**src/rtl/muldiv_unit.sv**
```systemverilog
// Iterative RV32M multiply/divide unit: 32-cycle shift-add multiply and restoring divide
// on operand magnitudes, with sign fix-up and single-cycle special-case bypass.
module muldiv_unit #(
  parameter int XLEN = 32,
  parameter int ITER = 32
) (
  input  logic            clock,
  input  logic            reset,
  input  logic            start,
  input  logic [2:0]      funct3,
  input  logic [XLEN-1:0] rs1_data,
  input  logic [XLEN-1:0] rs2_data,
  input  logic [4:0]      rd_in,
  output logic            busy,
  output logic            done,
  output logic [XLEN-1:0] result,
  output logic [4:0]      rd_out,
  output logic            reg_write
);

  localparam int CW = $clog2(ITER);
  localparam logic [1:0] S_IDLE   = 2'd0;
  localparam logic [1:0] S_CALC   = 2'd1;
  localparam logic [1:0] S_SIGN   = 2'd2;
  localparam logic [1:0] S_FINISH = 2'd3;

  logic [1:0]      state;
  logic [CW-1:0]   cnt;
  logic [2:0]      op;
  logic [4:0]      rd_q;
  logic [XLEN-1:0] m_op;        // multiplicand (mul) or divisor (div), fixed during CALC
  logic [XLEN-1:0] p_hi, p_lo;  // product hi/lo, or remainder/quotient
  logic            neg_q, neg_r, bypass;

  // operand decode at accept time
  logic            is_div, a_sgn, b_sgn, a_neg, b_neg;
  logic [XLEN-1:0] a_abs, b_abs;
  logic            div_zero, div_ovf;
  logic [XLEN-1:0] spec_val;

  always_comb begin
    is_div   = funct3[2];
    a_sgn    = is_div ? ~funct3[0] : (funct3[1:0] != 2'd3);
    b_sgn    = is_div ? ~funct3[0] : ~funct3[1];
    a_neg    = a_sgn & rs1_data[XLEN-1];
    b_neg    = b_sgn & rs2_data[XLEN-1];
    a_abs    = a_neg ? -rs1_data : rs1_data;
    b_abs    = b_neg ? -rs2_data : rs2_data;
    div_zero = is_div && (rs2_data == '0);
    div_ovf  = is_div && !funct3[0] && (rs1_data == {1'b1, {(XLEN-1){1'b0}}})
               && (rs2_data == '1);
    spec_val = '0;
    if (div_zero)     spec_val = funct3[1] ? rs1_data : '1;
    else if (div_ovf) spec_val = funct3[1] ? '0 : {1'b1, {(XLEN-1){1'b0}}};
  end

  // one iteration of each datapath
  logic [XLEN:0] mul_sum, div_sh, div_df;
  always_comb begin
    mul_sum = {1'b0, p_hi} + (p_lo[0] ? {1'b0, m_op} : '0);
    div_sh  = {p_hi, p_lo[XLEN-1]};
    div_df  = div_sh - {1'b0, m_op};
  end

  // sign fix-up and result select
  logic [2*XLEN-1:0] prod_s;
  logic [XLEN-1:0]   quo_s, rem_s, fin;
  always_comb begin
    prod_s = neg_q ? -{p_hi, p_lo} : {p_hi, p_lo};
    quo_s  = neg_q ? -p_lo : p_lo;
    rem_s  = neg_r ? -p_hi : p_hi;
    if (bypass)          fin = p_lo;
    else if (!op[2])     fin = (op[1:0] == 2'd0) ? prod_s[XLEN-1:0] : prod_s[2*XLEN-1:XLEN];
    else if (op[1])      fin = rem_s;
    else                 fin = quo_s;
  end

  always_ff @(posedge clock or posedge reset) begin
    if (reset) begin
      state     <= S_IDLE;
      cnt       <= '0;
      op        <= '0;
      rd_q      <= '0;
      m_op      <= '0;
      p_hi      <= '0;
      p_lo      <= '0;
      neg_q     <= 1'b0;
      neg_r     <= 1'b0;
      bypass    <= 1'b0;
      busy      <= 1'b0;
      done      <= 1'b0;
      reg_write <= 1'b0;
      result    <= '0;
      rd_out    <= '0;
    end else begin
      case (state)
        S_IDLE: if (start) begin
          op     <= funct3;
          rd_q   <= rd_in;
          neg_q  <= a_neg ^ b_neg;
          neg_r  <= a_neg;
          busy   <= 1'b1;
          cnt    <= '0;
          p_hi   <= '0;
          m_op   <= is_div ? b_abs : a_abs;
          if (div_zero || div_ovf) begin
            bypass <= 1'b1;
            p_lo   <= spec_val;
            state  <= S_SIGN;
          end else begin
            bypass <= 1'b0;
            p_lo   <= is_div ? a_abs : b_abs;
            state  <= S_CALC;
          end
        end
        S_CALC: begin
          if (!op[2]) begin
            p_hi <= mul_sum[XLEN:1];
            p_lo <= {mul_sum[0], p_lo[XLEN-1:1]};
          end else if (!div_df[XLEN]) begin
            p_hi <= div_df[XLEN-1:0];
            p_lo <= {p_lo[XLEN-2:0], 1'b1};
          end else begin
            p_hi <= div_sh[XLEN-1:0];
            p_lo <= {p_lo[XLEN-2:0], 1'b0};
          end
          if (cnt == CW'(ITER-1)) begin
            cnt   <= '0;
            state <= S_SIGN;
          end else begin
            cnt <= cnt + 1'b1;
          end
        end
        // result and rd land together so the falling-edge write sees a stable pair
        S_SIGN: begin
          result    <= fin;
          rd_out    <= rd_q;
          done      <= 1'b1;
          reg_write <= (rd_q != 5'd0);
          state     <= S_FINISH;
        end
        default: begin
          done      <= 1'b0;
          reg_write <= 1'b0;
          busy      <= 1'b0;
          state     <= S_IDLE;
        end
      endcase
    end
  end

endmodule

```
**config.mk**
```make
export PLATFORM = sky130hd
export DESIGN_NAME = muldiv_unit
export DESIGN_NICKNAME = d
export VERILOG_FILES = /design/src/rtl/muldiv_unit.sv
export SDC_FILE = /design/constraint.sdc
export NUM_CORES = 1
export LEC_CHECK = 0
export ABC_AREA = 0
export BUFFER_PORTS_ARGS = -buffer_cell sky130_fd_sc_hd__buf_2
export CELL_PAD_IN_SITES_DETAIL_PLACEMENT = 1
export CELL_PAD_IN_SITES_GLOBAL_PLACEMENT = 2
export CORE_MARGIN = 10
export CORE_UTILIZATION = 37
export DETAILED_ROUTE_END_ITERATION = 16
export PLACE_DENSITY_LB_ADDON = 0.15
export SLEW_MARGIN = 20
export SYNTH_ARGS = -nofsm -noshare
export SYNTH_HDL_FRONTEND = slang
export SYNTH_SLANG_ARGS = --single-unit
export TNS_END_PERCENT = 100
```
**constraint.sdc**
```tcl
create_clock -name clock -period 5.2 [get_ports clock]
set_input_delay 0.52 -clock clock [delete_from_list [all_inputs] [get_ports clock]]
set_output_delay 0.52 -clock clock [all_outputs]
set_load 0.01 [all_outputs]
```
==> flow_metrics.py <==
metrics = {
    "yosys": {
        "yosys_warnings": 0,
        "postSynth.asyncResetShare_pct": 100,
        "synth_top_area_share_pct": 24.9,
        "synthFlopType": "dfrtp_1",
        "ys_seq_elements": 154,
        "ys_seq_area_share_pct": 24.9,
        "syn_inst": 2029,
        "synthTopCellsByCount": "o21ai_0 (216), nand2_1 (186), a21oi_1 (162), nor2_1 (162), dfrtp_1 (154)",
        "ys_types": 80,
        "synth_edf_count": 0,
        "syn_avg_cell_area_um2": 7.64,
        "synthesis.area_um2": 15500,
        "yosysMostFrequentCell": "o21ai_0",
        "syn-num-nets": 2181,
        "yosysTopAreaCell": "dfrtp_1",
        "synth_area_leaders": "dfrtp_1 (25%), o21ai_0 (7.0%), xnor2_1 (6.3%)",
    },
    "power": {
        "totalPowerFinal_w": 0.0108,
        "vdd_drop_max_mv": 0.338,
        "powerDensity_nw_per_um2": 631,
        "leakage_nw": 7.46,
    },
    "sta": {
        "layout_min_cycle_time_ps": 4470,
        "fmax_mhz": 224,
        "period_share_pct": 85.9,
        "clock-skew-final_ps": 17.6,
        "worstMarginPinSlew_ps": 1130,
        "rsz0062_at_grt": "false",
        "setup_viol": 0,
        "maxSlewViolCount": 0,
        "hold-worst-slack_ps": 211,
        "fin_tns_setup_ps": 0,
        "hold_viol_final": 0,
        "relSlewSlack_pct": 24.1,
    },
    "worst_setup_path": {
        "arrival_ps": 4840,
        "r2r_cells": 14,
        "cp.required_ps": 5570,
        "critPathCaptureType": "register",
        "start_kind": "register",
        "cp_max_fo": 30,
        "crit_start": "p_lo[31]",
        "crit_type": "register to register",
        "rr_startpoint": "p_lo[31]",
    },
    "floorplan": {
        "start_util_pct": 37.7,
        "rows": 74,
        "die_area_um2": 50500,
        "die_y_um": 225,
        "ios": 115,
        "core_um2": 41100,
        "die_w_um": 225,
    },
    "route": {
        "vias": 15900,
        "drc": 0,
        "drt_iter0_drc": 1011,
        "postRouteAntennaNets": 0,
        "drt_wl_total_um": 64300,
        "avgViaCountPerCell": 6.12,
        "wire_per_inst_um": 24.8,
        "dr.pass1.iters": 5,
    },
    "clock_tree": {
        "clk_path_buf_depth": 2,
        "clk_pin_slew_ps": 80,
        "cts_hold_buffers": 0,
        "h-tree-depth": 4,
        "cts_resized": 0,
        "cts_buffers": 17,
        "cts_root_buffer": "clkbuf_16",
        "clock_sinks": 154,
        "clock_latency_ps": 480,
        "cts_setup_buffers": 0,
        "cts_tree": "built",
    },
    "global_route": {
        "grt_pass1_vias": 16700,
        "gr-total-overflow": 0,
        "track_usage_pct": 25.5,
        "antenna_found_initial": 1,
        "grt_start_max_net_pins": 155,
        "grt_pass1_wl_um": 100000,
    },
    "min_path": {
        "hold_class": "primary input to asynchronous set/reset pin",
    },
    "finish": {
        "final_layout_size_suffix_gt1_share_pct": 11.5,
        "fillers": 5080,
        "multiInputGateArea_um2": 10700,
        "area_growth_pct": 10.2,
        "ff_latch_area_um2": 3860,
        "final_nets": 2200,
    },
    "run": {
        "max-cap-violations": 0,
    },
    "placement": {
        "dp_hpwl_um": 49600,
        "io_buffers": 114,
        "gp_congestion": 0.911,
    },
    "outcome": {
        "status": "completed",
    },
}
cells by family after synthesis:
family / Yosys count / share of synthesized area [%]
flops: 154 / 24.9
compound gates: 696 / 28.5
fa+ha+maj: 77 / 6.32
buf+inv: 236 / 5.90
mux: 70 / 4.67
simple gates: 611 / 19.2
xor+xnor: 185 / 10.5
critical path, cell delays in order (launching register included):
cell and delay [ps]:
dfrtp_1 440, inv_1 150, ha_1 200, fa_1 190, nor2b_1 70, o31ai_1 400
a21oi_1 230, a221oi_2 470, nor4b_1 150, o31ai_1 530, mux2i_1 510, nand2_1 90
buf_4 300, a31o_2 300, o41ai_1 330
report_power, final:
group / switching, W / internal [W] / total, W
registers: 0.000784 / 0.00170 / 0.00248
logic: 0.00435 / 0.00260 / 0.00695
clock network: 0.000643 / 0.000702 / 0.00134
total: 0.00578 / 0.00500 / 0.0108
layout make-up:
| cell class | count | area share (%) |
|---|---|---|
| clock buffer | 18 | 2.57 |
| antenna | 1 | 0.0147 |
| tap | 532 | 3.90 |
| multi-input combinational | 1639 | 63.0 |
| inverter | 86 | 1.92 |
| sequential | 154 | 22.6 |
| timing repair buffer | 150 | 5.01 |
| clock inverter | 14 | 1.03 |
sequential cells by signal, indices dropped and copies added, names as in the netlist:
name       flops
result        32
p_lo          32
state          2
cnt            5
neg_r          1
done           1
rd_out         5
reg_write      1
busy           1
neg_q          1
m_op          32
rd_q           5
bypass         1
op             3
p_hi          32
path summary, 6_finish.rpt:
kind                         endpoint  slack, ps
max                          p_hi[31]        730
min                          p_lo[11]        210
max reg2reg                  p_hi[31]        730
min reg2reg                result[14]        480
max in group asynchronous       op[2]       4180
min in group clock            rd_q[4]        270
per-layer routing:
metal / track usage, % / share of wire [%]
met1: 32.0 / 44
met2: 41.2 / 46
met3: 6.44 / 6.3
met4: 9.54 / 3.2
met5: 1.27 / 0.14
metrics by stage:
stage	worst slack, ps	util (%)	cells	area (um^2)
3_5_place_dp	799	40.0	2561	16500
4_1_cts	771	41.5	2593	17100
2_1_floorplan	530	-	2029	15500
6_report	732	41.5	2594	17100
3_3_place_gp	934	40.0	2561	16500
5_1_grt	319	41.5	2593	17100
cells in the final DEF (no fill, tap or decap), drive strengths merged, types with 21 or more instances in the layout:
master | netlist | routed
a211oi | 22 | 22
a21o | 41 | 41
a21oi | 163 | 163
a221oi | 37 | 37
a22oi | 22 | 22
a31oi | 21 | 21
buf | 27 | 150
dfrtp | 154 | 154
ha | 75 | 75
inv | 84 | 91
mux2i | 52 | 52
nand2 | 186 | 186
nand3 | 37 | 37
nand4 | 26 | 26
nor2 | 162 | 162
nor3 | 49 | 49
o211ai | 23 | 23
o21ai | 224 | 224
o31ai | 34 | 34
or3 | 35 | 35
xnor2 | 111 | 111
xor2 | 74 | 74
(Power assumes the default switching activity.)
